<file path="src/rtl/mem_scan_check.sv">
// mem_scan_check
//   Small register array with a single write port, a registered read port and
//   a built-in scan engine. On start, the scan walks every word from the top
//   index down to the lowest index, one word per clock. It compares each word
//   against an expected pattern derived from the word's own index. It then
//   reports the mismatch count and a pass flag.
//
//   Parameters
//     WIDTH   word width
//     DEPTH   number of words
//     BASE    lowest index; the words live at BASE .. BASE+DEPTH-1
//     ADDR_W  address width (must hold BASE+DEPTH-1)
//     MODE    expected pattern: 0 = index, 1 = ~index, 2 = index ^ SEED
//     SEED    XOR constant used by MODE 2
//
//   Ports
//     clk, rst             rising-edge clock, asynchronous active-high reset
//     wr_en/wr_addr/wr_data  write port; out-of-range addresses are dropped
//     rd_en/rd_addr        read request; the result appears one cycle later
//     rd_data/rd_valid     read result (0 for an out-of-range address)
//     start                begin a scan (only honoured while idle)
//     busy                 high for the DEPTH cycles of a scan
//     done                 one-cycle pulse after the last compare
//     pass                 last completed scan found no mismatches
//     err_count            saturating mismatch count of the last/current scan
//
//   Optional feature (macro MEM_SCAN_CHECK_ERRLOG_EN)
//     err_addr/err_data    index and contents of the first mismatching word
//                          in scan order
module mem_scan_check #(
  parameter int               WIDTH  = 32,
  parameter int               DEPTH  = 16,
  parameter int               BASE   = 1,
  parameter int               ADDR_W = 5,
  parameter int               MODE   = 0,
  parameter logic [WIDTH-1:0] SEED   = '0
) (
  input  logic              clk,
  input  logic              rst,
  input  logic              wr_en,
  input  logic [ADDR_W-1:0] wr_addr,
  input  logic [WIDTH-1:0]  wr_data,
  input  logic              rd_en,
  input  logic [ADDR_W-1:0] rd_addr,
  output logic [WIDTH-1:0]  rd_data,
  output logic              rd_valid,
  input  logic              start,
  output logic              busy,
  output logic              done,
  output logic              pass,
  output logic [ADDR_W:0]   err_count
`ifdef MEM_SCAN_CHECK_ERRLOG_EN
  ,
  output logic [ADDR_W-1:0] err_addr,
  output logic [WIDTH-1:0]  err_data
`endif
);

  localparam int                IDX_W   = (DEPTH > 1) ? $clog2(DEPTH) : 1;
  localparam logic [ADDR_W-1:0] LO      = ADDR_W'(BASE);
  localparam logic [ADDR_W-1:0] HI      = ADDR_W'(BASE + DEPTH - 1);
  localparam logic [ADDR_W:0]   NWORDS  = (ADDR_W+1)'(DEPTH);
  localparam logic [ADDR_W-1:0] PTR_ONE = ADDR_W'(1);
  localparam logic [ADDR_W:0]   CNT_ONE = (ADDR_W+1)'(1);

  typedef enum logic [1:0] {IDLE, SCAN, DONE} state_t;

  state_t            state;
  state_t            next_state;
  logic [WIDTH-1:0]  mem [0:DEPTH-1];
  logic [ADDR_W-1:0] wr_off;
  logic [ADDR_W-1:0] rd_off;
  logic [ADDR_W-1:0] ptr;
  logic              wr_hit;
  logic              rd_hit;
  logic [WIDTH-1:0]  scan_word;
  logic              mismatch;

  // Expected contents of a word: its index zero-extended (or truncated) to
  // WIDTH, then transformed according to MODE.
  function automatic logic [WIDTH-1:0] expected_word(input logic [ADDR_W-1:0] idx);
    logic [WIDTH-1:0] raw;
    raw = '0;
    for (int b = 0; b < WIDTH && b < ADDR_W; b++) begin
      raw[b] = idx[b];
    end
    case (MODE)
      1:       expected_word = ~raw;
      2:       expected_word = raw ^ SEED;
      default: expected_word = raw;
    endcase
  endfunction

  // Addresses are rebased to zero. An address below BASE wraps to a large
  // value, so a single unsigned compare against DEPTH is enough to detect an
  // out-of-range address on either side.
  assign wr_off    = wr_addr - LO;
  assign rd_off    = rd_addr - LO;
  assign wr_hit    = ({1'b0, wr_off} < NWORDS);
  assign rd_hit    = ({1'b0, rd_off} < NWORDS);
  assign scan_word = mem[IDX_W'(ptr - LO)];
  assign mismatch  = (scan_word != expected_word(ptr));

  // The array storage has no reset, so its contents survive rst. Reads and
  // compares in the same cycle see the value from before this write.
  always_ff @(posedge clk) begin
    if (wr_en && wr_hit) begin
      mem[IDX_W'(wr_off)] <= wr_data;
    end
  end

  // The read port runs independently of the scan. rd_data keeps its last
  // value when there is no request.
  always_ff @(posedge clk or posedge rst) begin
    if (rst) begin
      rd_valid <= 1'b0;
      rd_data  <= '0;
    end else if (rd_en) begin
      rd_valid <= 1'b1;
      rd_data  <= rd_hit ? mem[IDX_W'(rd_off)] : '0;
    end else begin
      rd_valid <= 1'b0;
    end
  end

  // Scan FSM state register.
  always_ff @(posedge clk or posedge rst) begin
    if (rst) begin
      state <= IDLE;
    end else begin
      state <= next_state;
    end
  end

  // Next-state logic. busy and done decode directly from the state, so reset
  // clears them immediately.
  always_comb begin
    next_state = state;
    busy       = 1'b0;
    done       = 1'b0;
    case (state)
      IDLE: begin
        if (start) begin
          next_state = SCAN;
        end
      end
      SCAN: begin
        busy = 1'b1;
        if (ptr == LO) begin
          next_state = DONE;
        end
      end
      DONE: begin
        done       = 1'b1;
        next_state = IDLE;
      end
      default: next_state = IDLE;
    endcase
  end

  // Scan datapath. The pointer stops at LO, and the FSM leaves SCAN on that
  // same compare. pass is cleared while a new scan is in flight and is only
  // settled in DONE.
  always_ff @(posedge clk or posedge rst) begin
    if (rst) begin
      ptr       <= HI;
      err_count <= '0;
      pass      <= 1'b0;
    end else begin
      case (state)
        IDLE: begin
          if (start) begin
            ptr       <= HI;
            err_count <= '0;
            pass      <= 1'b0;
          end
        end
        SCAN: begin
          if (mismatch && (err_count != '1)) begin
            err_count <= err_count + CNT_ONE;
          end
          if (ptr != LO) begin
            ptr <= ptr - PTR_ONE;
          end
        end
        DONE: begin
          pass <= (err_count == '0);
        end
        default: ;
      endcase
    end
  end

`ifdef MEM_SCAN_CHECK_ERRLOG_EN
  // First-mismatch log. A zero err_count means no mismatch has been seen yet
  // in this scan, because the count never wraps back to zero.
  always_ff @(posedge clk or posedge rst) begin
    if (rst) begin
      err_addr <= '0;
      err_data <= '0;
    end else if ((state == IDLE) && start) begin
      err_addr <= '0;
      err_data <= '0;
    end else if ((state == SCAN) && mismatch && (err_count == '0)) begin
      err_addr <= ptr;
      err_data <= scan_word;
    end
  end
`endif

endmodule

</file>
<file path="config.mk">
export PLATFORM = sky130hd
export DESIGN_NAME = mem_scan_check
export DESIGN_NICKNAME = d
export VERILOG_FILES = /design/src/rtl/mem_scan_check.sv
export SDC_FILE = /design/constraint.sdc
export NUM_CORES = 1
export LEC_CHECK = 0
export CORE_MARGIN = 4
export CORE_UTILIZATION = 57
export CTS_CLUSTER_SIZE = 10
export DETAILED_ROUTE_END_ITERATION = 12
export GPL_ROUTABILITY_DRIVEN = 0
export HOLD_SLACK_MARGIN = 0.02
export PLACE_DENSITY = 0.86
export SKIP_CTS_REPAIR_TIMING = 1
export SYNTH_ARGS = -nofsm -noshare
export SYNTH_HDL_FRONTEND = slang
export SYNTH_SLANG_ARGS = --single-unit
</file>
<file path="constraint.sdc">
create_clock -name clk -period 5.3 [get_ports clk]
set_input_delay 1.06 -clock clk [delete_from_list [all_inputs] [get_ports clk]]
set_output_delay 1.06 -clock clk [all_outputs]
set_load 0.02 [all_outputs]
</file>
* Word level (Yosys, flattened, before mapping)
Memory sizes are Yosys's and may differ from the RTL's.
Cells that the tools add are included.
** Operators by class
- Add/subtract/negate cells :: 4
- Multipliers :: 0
- Divide/modulo/power cells :: 0
- $lt $le $gt $ge :: 2
- Equal/unequal tests :: 10
- Shift-type cells :: 0
- Multiplexer cells :: 17
- Bitwise logic cells :: 0
- Reduce and logical (&&, ||, !) cells :: 10
** Operators with widths (count)
- 32-bit two-way mux :: 1
- 32-bit by 5-bit inequality test with 1-bit output :: 1
- 5-bit by 1-bit subtractor with 5-bit output, second input constant :: 3
- 6-bit two-way mux :: 2
- 6-bit one-hot mux with 2 select lines :: 1
- 5-bit less-than comparator, second input constant :: 2
- 5-bit two-way mux :: 2
- 5-bit one-hot mux with 2 select lines :: 1
- 2-bit inequality test, second input constant :: 4
- 6-bit by 1-bit adder with 6-bit output, second input constant :: 1
- 6-bit logical NOT :: 1
- 1-bit two-way mux :: 6
- 6-bit inequality test, second input constant :: 1
- 3-bit AND reduction :: 2
- 5-bit by 1-bit == test with 1-bit output, second input constant :: 1
- 5-bit by 1-bit inequality test with 1-bit output, second input constant :: 1
- 2-bit two-way mux :: 2
- 2-bit one-hot mux with 2 select lines :: 1
- 2-bit AND reduction :: 2
- 2-bit nonzero test :: 2
- 2-bit by 1-bit == test with 1-bit output, second input constant :: 1
- 2-bit == test, second input constant :: 1
- 1-bit logical AND :: 2
- 2-bit logical NOT :: 1
- 1-bit one-hot mux with 2 select lines :: 1
** Word-level totals
- Bits in registers :: 47
- Bits in latches :: 0
- Bits in writable memories :: 512
- ROM bits :: 0
- Word-level logic and storage cells :: 50
- Memories kept :: 1
** Memories
- mem :: words 16, width 32, read ports 2, clocked after memory_dff 0, write ports 1, RTL line 70 : logic [WIDTH-1:0] mem [0:DEPTH-1];

* Depth between registers and ports, before layout
Gate-level depths: netlist (run 1).
An unclocked memory read counts as a cell.
- Word-level depth :: 6
- Depth in mapped cells :: 15

* Least setup slack after synthesis (run 1)
OpenSTA, ideal clock, no wires.
- Path type :: input -> register
- From :: input port wr_en
- To :: memory mem[3][0] (enable)
- Library setup time :: 0.461 ns
- Data arrival time :: 3.651 ns
- Data required time :: 4.839 ns
- Slack :: 1.187 ns
- Cell stages on the path :: 3
- Buffers on the path :: 0
- Path through :: nor2b_1 > nand3b_1 > nor3_1
** On the way
- Word-level cells in the longest chain between the ends :: 3
** Ends and longest elaborated chain
- from (decl) :: RTL line 40 : input logic wr_en,
- 1-bit logical AND :: RTL line 107 : if (wr_en && wr_hit) begin
- 1-bit two-way mux :: RTL line 107
- 1-bit two-way mux (not written as such) :: RTL line 108 : mem[IDX_W'(wr_off)] <= wr_data;
- to (decl) :: RTL line 70
Every way passes these cells.

* Worst setup path after layout (run 1)
- From :: register ptr[0]
- To :: register err_count[5]
** On the way
- Word-level cells in the longest chain between the ends :: 6
** Ends and longest elaborated chain
- from (decl) :: RTL line 73 : logic [ADDR_W-1:0] ptr;
- from (signal assigned) :: RTL line 183 : ptr <= ptr - PTR_ONE;
- 5-bit by 1-bit subtractor with 5-bit output
- memory 16 x 32 bit
- 32-bit by 5-bit inequality test with 1-bit output (*) :: RTL line 102 : assign mismatch = (scan_word != expected_word(ptr));
- 1-bit logical AND (*) :: RTL line 179 : if (mismatch && (err_count != '1)) begin
- 2-bit inequality test (no line) (*)
- 3-bit AND reduction (no line) (*)
- to (signal assigned) :: RTL line 180 : err_count <= err_count + CNT_ONE;
- to (decl) :: RTL line 51 : output logic [ADDR_W:0] err_count
Every way passes the cells marked *; elsewhere a longest branch is shown, timed or not.
A chain may end at the register's enable or synchronous reset.

==> results.md, run 1 <==
- Clock sink total: 559
- Net Switching: 3190 uW
- Status: complete, no violations
- DRC Markers: 0
- Compound-Gate Fraction of Synth Area: 2.75%
- Worst r2r path cells: 12
- Setup tns final: 0 ns
- Dominant cell type by area after synthesis: edfxtp_1
- WHS: between 0.5 and 0.6 ns
- Die X: 212 um
- Drt pass-1 iters: 5
- Die height: 212 um
- Synth Flop Type: edfxtp_1
- P_int: around 8400 uW
- Yosys warns: 0
- Mux contribution to synthesized area: a little under a fifth
- Hold Fails Final Rpt: 0
- Layout area overhead: 15.1%
- DR vias: 14460
- Synthesis-stage register bit count: roughly 560
- Clk buf depth: 3
- CORE AREA: between 40000 and 50000 sq um
- Path type of the worst min-delay path: reg2reg
- Pwr dens: between 400 and 500 nW/um^2
- Clock latency on the worst-skew pair: 0.59 ns
- Register share of total power: approximately 44%
- Syn Inst Count: 1294
- CP max FO: 36
- RSZ-0062 raised after global routing: false
- Fin Clk Skew: 0.0191 ns
- Measured slew at the worst slew-check pin: approximately 1.3 ns
- Post-synthesis xor/xnor area fraction: less than 1%
- Detailed Route WL: 65600 um
- Worst Setup End Kind: flop
- Peak supply drop: 329 uV
- Sequential-to-total area share from yosys stat: between 70% and 80%
- Fmax: 240 MHz
- Switching Share: 27.6%
- Synth Area in Adders: 0.265%
- Min-Delay Startpoint: rd_data[6]$_DFFE_PP0P_
- Post-synthesis simple-gate area fraction: 6.32%
- Number of synthesized flops with an enable pin: 512
- Syn Nets: between 1000 and 1500
- Die Area: 44800 sq um
- Initial antenna violation count: 1
- Critical path class: reg2reg
- R2R Setup Slk: roughly 1.1 ns
- Post-route ant nets: 0
- Synth cell types: 58
- Min Tclk post-route: 4.17 ns
- Max-slew headroom: 10.2%
- Remaining Overflow, GRT: 0
- R2R Path Start: ptr[0]$_DFFE_PP0P_
- CTS tree: yes
- Reg2reg end: err_count[5]$_DFFE_PP0P_
- # port buffers: a little under 90
- WL/cell: 33.1 um
- Asr flop ratio synth: 8.41%
- Setup-failing EPs final: 0
- Worst Path Required: 5.78 ns
- Number of global-route vias before repair: 14942
- Synth top area share: 65.1%
- Root Driver: clkbuf_16
- Clk pwr share: 35.8%
- H-tree Lvls: 3
- Logic pwr share: about a fifth
- Combinational family with the most area after synthesis: multiplexers
- Cts bufs inserted: 66
- Iter 0 DRT Violations: 2603
- Initial Util: 57.7%
- Largest cells by area after synthesis: edfxtp_1 (65%), mux4_2 (15%), dfrtp_1 (4.9%)
- Tot GR Track Use: 29.7%
- Clk slew on worst S/H paths: 0.05 ns
- Largest net degree at the start of global routing: 129
- Hold path cells: 2
- First-pass GRT wire length: around 98000 um
- Post-DP HPWL: 38800 um
- Mapped Area: 23600 sq um
- N_diodes: 0
- # rows: 74
- Hold-critical path endpoint: rd_data[6]$_DFFE_PP0P_
- Fin crit share: 78.7%
- Share of cells above drive strength 1: around 22%
- Slew Viols, Final: 0
- Fillers: 2496
- Layout Nets: between 1000 and 1500
- Leakage power: about 0.0087 uW
- Post-synthesis average cell area: 18.3 sq um
- Crit path DAT: 4.66 ns
- Vias per std cell: 7.30
- Top Ports: 89
- Max Cap Viol: 0
- Worst Setup Start Kind: flop
[power groups by stage]
stage / Combinational [uW] / Sequential (uW) / Clock, uW
after floorplan: 1510 / 5180 / 0
after global placement: 2160 / 5180 / 0
after detailed placement: 2230 / 5190 / 0
after CTS: 2300 / 5110 / 4170
after global routing: 2440 / 5120 / 4370
final: 2320 / 5110 / 4150
[cells in the mapped netlist (17+ instances only)]
library cell	count
o21ai_0	40
inv_1	41
nor4_1	83
nor2_1	39
nand3_1	22
nand4_1	17
mux4_2	157
clkbuf_1	39
dfrtp_1	46
edfxtp_1	512
mux2_2	32
mux2i_1	38
nand2_1	56
nor3_1	20
o22ai_1	32
[area by class of cell]
cell class                 count  area, sq um  share of cell area [%]
clock inverter                 4         52.6                   0.193
tap                          532          666                    2.45
clock buffer                 103         1860                    6.86
inverter                      41          154                   0.566
sequential                   559        16600                    60.9
timing repair buffer         114         1120                    4.11
multi-input combinational    628         6780                    24.9
[cell usage in the layout, fill, tap and decap left out, types with 4 or more instances in the layout]
cell type        instances
mux2i_1                 38
a31oi_1                  8
clkbuf_16               69
nand3_1                 22
dfrtp_1                 45
a21oi_1                 10
o21ai_0                 40
nor2_4                  12
buf_4                   23
clkdlybuf4s50_1         87
nor4b_1                  5
mux2_2                  32
or3_1                    4
mux4_2                 157
inv_1                   40
nand2_1                 56
clkbuf_1                33
or4_1                    7
nor2b_1                  4
nor2_1                  27
edfxtp_1               512
xnor2_1                  8
nand4_1                 17
nor3_1                  17
o22ai_1                 32
nor4_1                  83
[stage by stage]
step                cells  area [sq um]  total power [uW]  utilization, %  setup WS (ns)
floorplan            1294         23600              6680               -           1.19
global placement     1874         25300              7340            61.7           1.37
detailed placement   1874         25300              7420            61.7           1.32
CTS                  1981         27200             11600            66.4           1.28
global route         1981         27200             11900            66.4           1.05
finish               1981         27200             11600            66.4           1.13
[flip-flops by register name (all words and copies together), names as in the netlist]
register / cells
ptr: 5
state: 2
err_count: 6
pass: 1
rd_valid: 1
rd_data: 32
mem: 512
[cell families after synthesis]
| logic type | Yosys count |
|---|---|
| adder cells (fa/ha/maj) | 5 |
| multiplexers | 227 |
| flip-flops | 559 |
| AO/OA/AOI/OAI | 108 |
| XOR/XNOR | 14 |
| AND/OR/NAND/NOR | 274 |
| buffers and inverters | 107 |
[worst max-delay path, cell delays in order, from the launching register on]
cell	delay, ns
dfrtp_2	0.52
inv_1	0.09
buf_4	0.20
ha_2	0.93
nor2_1	0.14
nand2_1	0.13
nor2_1	0.05
o21ai_0	0.28
a21oi_1	0.13
nor4_1	0.73
nor4_4	0.19
or4_1	0.55
o21ai_1	0.12
[worst max path at each step]
stage / cells past startpoint / startpoint / end
floorplan: 3 / wr_en / mem[3][0]$_DFFE_PP_
global placement: 8 / rd_addr[1] / rd_data[18]$_DFFE_PP0P_
detailed placement: 8 / rd_addr[1] / rd_data[8]$_DFFE_PP0P_
CTS: 12 / ptr[0]$_DFFE_PP0P_ / err_count[5]$_DFFE_PP0P_
global route: 12 / ptr[0]$_DFFE_PP0P_ / err_count[3]$_DFFE_PP0P_
finish: 12 / ptr[0]$_DFFE_PP0P_ / err_count[5]$_DFFE_PP0P_
[per-layer routing]
| metal | wire (um) | global-route usage, % | share of wire, % | up-vias |
|---|---|---|---|---|
| li1 | - | - | - | 5601 |
| met1 | 22000 | 40.5 | 34 | 7262 |
| met2 | 31600 | 47.1 | 48 | 1349 |
| met3 | 9080 | 7.56 | 14 | 244 |
| met4 | 2880 | 11.6 | 4.4 | 4 |
| met5 | 41 | 0.539 | 0.062 | - |
No activity file was read; power rests on OpenSTA's default activity.
==> inputs of run 2 (changes only) <==
==> constraint.sdc (replaced) <==
create_clock -name clk -period 3.9 [get_ports clk]
set_input_delay 0.78 -clock clk [delete_from_list [all_inputs] [get_ports clk]]
set_output_delay 0.78 -clock clk [all_outputs]
set_load 0.02 [all_outputs]
==> run 2 against run 1 <==
Cell count up 1.2%. Sequential power up 36%. Fmax up 13%. Non-clock buffer count up 15. Utilization up 0.42 points. Register-to-register slack worse by 0.91 ns. Power up 36%. Sequential share of layout area down 0.38 points. Setup slack worse by 0.91 ns. Clock skew up 0.0042 ns. Global-route usage down 0.90 points. Routed wire length down 3.1%. Critical endpoint is now err_count[3]$_DFFE_PP0P_. Largest cell class unchanged.
==> results.md, run 2 (synthesized netlist as in run 1, its figures left out) <==
- Status: complete, no violations
- # port buffers: 88
- Clock sink total: 559
- Tot GR Track Use: 28.8%
- Crit path DAT: 4.19 ns
- CTS tree: yes
- Largest register FFs: 512
- Peak supply drop: 543 uV
- Top Ports: 89
- CORE AREA: approximately 41000 sq um
- WL/cell: 31.7 um
- Vias per std cell: slightly above 7
- Worst Setup Start Kind: flop
- Largest register by flop count: mem
- Largest regs: mem (512), rd_data (32), err_count (6)
- Global Route met2 Usage: 46.6%
- Cts bufs inserted: 66
- DR vias: 14181
- First-pass GRT wire length: 95700 um
- Die X: 212 um
- N_diodes: 0
- Hold Fails Final Rpt: 0
- # rows: 74
- Leakage power: 0.00877 uW
- Setup-failing EPs final: 0
- Largest net degree at the start of global routing: 76
- Number of global-route vias before repair: 14713
- Layout Nets: 1477
- DRC Markers: 0
- Fillers: between 2000 and 3000
- Fmax: 272 MHz
- Critical path class: reg2reg
- Die Area: 44800 sq um
- Remaining Overflow, GRT: 0
- Max-slew headroom: 38.9%
- Iter 0 DRT Violations: 2172
- Min Tclk post-route: 3.68 ns
- Clk slew on worst S/H paths: 0.05 ns
- WHS: 0.528 ns
- Crit path from: ptr[0]$_DFFE_PP0P_
- H-tree Lvls: 3
- Worst Setup End Kind: flop
- Clock latency on the worst-skew pair: 0.60 ns
- Detailed Route WL: around 64000 um
- Crit path cell chain: nor4_1, buf_4, nand4_1, nor4_1, o21ai_0, a211oi_1, nor4_2, nor4_4, nor2_2, o211ai_1
- Commonest non-fill, non-tap cell in the layout: edfxtp_1
- Initial Util: 57.7%
- Post-layout util: approximately 67%
- Measured slew at the worst slew-check pin: ~0.91 ns
- RSZ-0062 raised after global routing: false
- Drt pass-1 iters: 5
- Commonest non-fill, non-tap cells in the layout: edfxtp_1 (512), mux4_2 (157), clkdlybuf4s50_1 (87), nor4_1 (82), clkbuf_16 (66)
- Layout area overhead: 15.8%
- R2R Path Start: ptr[0]$_DFFE_PP0P_
- M3 GR Usage: 5.69%
- Initial antenna violation count: 1
- CP max FO: 10
- Min-Delay Startpoint: rd_data[3]$_DFFE_PP0P_
- Fin crit share: 94.4%
- Die height: 212 um
- Pwr dens: 576 nW/um^2
- Post-route ant nets: 0
- Gr busiest metal: met2
- Share of cells above drive strength 1: 22.9%
- Root Driver: clkbuf_16
- Clk buf depth: 3
- GR Layer Usage met1: 40.2%
- Post-DP HPWL: 37800 um
- CP dominant cell by count: nor4_1
- Max Cap Viol: 0
- Fin Clk Skew: 0.0233 ns
- CP max stage cell: nor4_1
- Path type of the worst min-delay path: reg2reg
- Worst Path Required: 4.41 ns
- CP peak stage delay: 0.54 ns
- Slew Viols, Final: 0
[run 2: cell types whose count changed in the layout (fill, tap and decap cells not counted), sizes merged]
cell / delta
bufinv: -1
buf: +15
clkbuf: +5
inv: +5
[run 2: worst max-delay path, delay by kind of cell (launching register included)]
kind,cells,cell delay [ns]
and+or+nand+nor,6,1.86
AOI/OAI and AO/OA,3,1.02
DFF,1,0.52
buffers and inverters,1,0.19
[run 2: final cells by class]
| type | count | area (sq um) | share of cell area, % |
|---|---|---|---|
| Timing Repair Buffer | 129 | 1250 | 4.59 |
| Clock buffer | 108 | 1810 | 6.61 |
| Clock inverter | 8 | 123 | 0.448 |
| Sequential cell | 559 | 16600 | 60.5 |
| Tap cell | 532 | 666 | 2.43 |
| Multi-Input combinational cell | 628 | 6800 | 24.8 |
| Inverter | 41 | 154 | 0.563 |
[run 2: report_power, final]
| part | leakage (uW) | internal [uW] | switching [uW] |
|---|---|---|---|
| sequential | 0.00521 | 6730 | 211 |
| clock | 0.000923 | 3210 | 2420 |
| combinational | 0.00263 | 1400 | 1800 |
[run 2: routing by layer]
layer | routed length [um] | vias to the layer above
li1 | - | 5660
met1 | 22500 | 7223
met2 | 31500 | 1143
met3 | 7540 | 153
met4 | 2040 | 2
met5 | 7 | -
[run 2: worst paths after layout]
| check | to | depth (start not counted) | slack, ns |
|---|---|---|---|
| min in group asynchronous | rd_data[2]$_DFFE_PP0P_ | 2 | 0.55 |
| max in group asynchronous | rd_data[12]$_DFFE_PP0P_ | 3 | 2.50 |
| worst max-delay path | err_count[3]$_DFFE_PP0P_ | 10 | 0.22 |
| worst min register to register | rd_data[3]$_DFFE_PP0P_ | 2 | 0.53 |
| worst min-delay path | rd_data[3]$_DFFE_PP0P_ | 2 | 0.53 |
| worst max register to register | err_count[3]$_DFFE_PP0P_ | 10 | 0.22 |
[run 2: per-stage QoR]
stage / instances / cell area (sq um) / setup slack (ns) / total power [uW] / TNS, ns
after floorplan: 1294 / 23600 / 0.0674 / 9080 / 0
after global placement: 1889 / 25400 / 0.311 / 10000 / 0
after detailed placement: 1889 / 25400 / 0.183 / 10100 / 0
after CTS: 2005 / 27300 / -0.0487 / 15700 / -0.105
after global routing: 2005 / 27400 / 0.114 / 16300 / 0
final: 2005 / 27400 / 0.217 / 15800 / 0
==> inputs of run 3 (changes only) <==
--- a/config.mk
+++ b/config.mk
@@ -12,6 +12,7 @@
 export GPL_ROUTABILITY_DRIVEN = 0
 export HOLD_SLACK_MARGIN = 0.02
 export PLACE_DENSITY = 0.86
+export REMOVE_ABC_BUFFERS = 1
 export SKIP_CTS_REPAIR_TIMING = 1
 export SYNTH_ARGS = -nofsm -noshare
 export SYNTH_HDL_FRONTEND = slang
==> constraint.sdc (replaced) <==
create_clock -name clk -period 3.75 [get_ports clk]
set_input_delay 0.375 -clock clk [delete_from_list [all_inputs] [get_ports clk]]
set_output_delay 0.375 -clock clk [all_outputs]
set_load 0.02 [all_outputs]
==> run 3 against run 2 <==
Flip-flop and latch count is the same. Critical path depth grew 1. Clock power shrank 4.3%.
==> results.md, run 3 (synthesized netlist as in run 1, its figures left out) <==
- CP peak stage delay: 0.68 ns
- Total Power: about 16000 uW
- Reg2reg end: err_count[2]$_DFFE_PP0P_
- Largest regs: mem (512), rd_data (32), err_count (6)
- Clock sink total: 559
- Crit path max-delay family: simple AND/OR/NAND/NOR gates
- Setup-failing EPs final: 0
- CORE AREA: between 40000 and 50000 sq um
- Hold Fails Final Rpt: 0
- # port buffers: 88
- Crit path DAT: roughly 4.2 ns
- Leakage power: 0.00869 uW
- P_int: 11500 uW
- Crit path cell chain: buf_4, nor4_1, nand4_1, nor4_1, o21ai_0, a211oi_1, nor4_1, nor4_4, buf_4, or4b_1, nand4_1
- Max-slew headroom: slightly above 30%
- Post-route ant nets: 0
- CTS tree: yes
- WP buf/inv: 2
- Vias per std cell: 7.25
- Largest net degree at the start of global routing: 65
- Register share of total power: around 45%
- CP max FO: 44
- Clock latency on the worst-skew pair: 0.60 ns
- Measured slew at the worst slew-check pin: 1.04 ns
- Logic pwr share: 21.1%
- Commonest non-fill, non-tap cell in the layout: edfxtp_1
- Pwr dens: about 600 nW/um^2
- Fmax: 270 MHz
- R2R Setup Slk: 0.05 ns
- R2R Path Start: ptr[0]$_DFFE_PP0P_
- Final worst-path setup slack: 0.0524 ns
- Die X: 212 um
- N_diodes: 0
- Min Tclk post-route: 3.70 ns
- Top Ports: 89
- WL/cell: 32.2 um
- H-tree Lvls: 2
- Fin Clk Skew: 0.0136 ns
- Drt pass-1 iters: 5
- DRC Markers: 0
- Worst Setup Start Kind: flop
- Initial antenna violation count: 1
- Worst Path Required: 4.28 ns
- Peak supply drop: 408 uV
- Worst Setup End Kind: flop
- Number of global-route vias before repair: 14833
- Commonest non-fill, non-tap cells in the layout: edfxtp_1 (512), mux4_2 (157), clkdlybuf4s50_1 (87), nor4_1 (83), clkbuf_16 (62)
- Clk buf depth: 3
- WHS: 0.343 ns
- First-pass GRT wire length: between 90000 and 100000 um
- Path type of the worst min-delay path: in2async
- Cts bufs inserted: 61
- Critical path class: reg2reg
- Status: complete, no violations
- Fin crit share: 98.6%
- Root Driver: clkbuf_16
- # rows: 74
- DR vias: 14547
- Clk slew on worst S/H paths: 0.06 ns
- Pre-CTS WS: 0.133 ns
- Slew Viols, Final: 0
- Worst r2r path cells: 11
- Setup tns final: 0 ns
- CP max stage cell: nor4_1
- Layout Nets: 1476
- Remaining Overflow, GRT: 0
- Clk pwr share: 33.9%
- Die height: between 200 and 250 um
- Post-DP HPWL: 38000 um
- Tot GR Track Use: 29.1%
- Share of cells above drive strength 1: 22.3%
- Initial Util: 57.7%
- Iter 0 DRT Violations: 2628
- Largest register by flop count: mem
- Die Area: 44800 sq um
- Layout area overhead: 15.1%
- Post-layout util: between 60% and 70%
- Max Cap Viol: 0
- Net Switching: roughly 4400 uW
- Largest register FFs: 512
- CP dominant cell by count: nor4_1
- Detailed Route WL: 64600 um
- Switching Share: between 20% and 30%
## run 3: layer usage
layer | share of wire (%) | wire, um | GRT usage (%) | vias up
li1 | - | - | - | 5648
met1 | 34 | 22100 | 39.9 | 7267
met2 | 48 | 31000 | 46.2 | 1386
met3 | 13 | 8600 | 7.35 | 244
met4 | 4.5 | 2880 | 10.6 | 2
met5 | 0.026 | 17 | 0 | -
## run 3: stage by stage
| stage | instances | area, sq um |
|---|---|---|
| 2_1_floorplan | 1228 | 23300 |
| 3_3_place_gp | 1892 | 25400 |
| 3_5_place_dp | 1892 | 25400 |
| 4_1_cts | 2006 | 27200 |
| 5_1_grt | 2007 | 27200 |
| 6_report | 2007 | 27200 |
## run 3: area by class of cell
cell class,instances,area (sq um)
inverter,41,154
clock inverter,1,16.3
fill,2498,13700
clock buffer,113,1740
timing repair buffer,133,1270
tap,532,666
multi-input combinational,628,6780
sequential,559,16600
## run 3: worst max-delay path by stage
stage / start / endpoint / slack, ns / cells past startpoint
after CTS: ptr[1]$_DFFE_PP0P_ / err_count[3]$_DFFE_PP0P_ / 0.05 / 10
after detailed placement: ptr[1]$_DFFE_PP0P_ / err_count[3]$_DFFE_PP0P_ / 0.13 / 10
after global placement: ptr[1]$_DFFE_PP0P_ / err_count[2]$_DFFE_PP0P_ / 0.34 / 10
final: ptr[0]$_DFFE_PP0P_ / err_count[2]$_DFFE_PP0P_ / 0.05 / 11
after floorplan: rd_addr[0] / rd_data[0]$_DFFE_PP0P_ / -1.85 / 6
after global routing: ptr[0]$_DFFE_PP0P_ / err_count[2]$_DFFE_PP0P_ / -0.007 / 11
## run 3: worst register-to-register path: stages (launching register included)
cell and delay, ns:
dfrtp_2 0.37, buf_4 0.51, nor4_1 0.22, nand4_1 0.17
nor4_1 0.07, o21ai_0 0.51, a211oi_1 0.19, nor4_1 0.68
nor4_4 0.11, buf_4 0.20, or4b_1 0.51, nand4_1 0.10
## run 3: power groups by stage
stage | logic (uW) | clock network (uW) | registers, uW
floorplan | 1920 | 0 | 7440
global placement | 3130 | 0 | 7260
detailed placement | 3230 | 0 | 7280
CTS | 3310 | 5400 | 7160
global route | 3520 | 5700 | 7180
finish | 3350 | 5390 | 7160
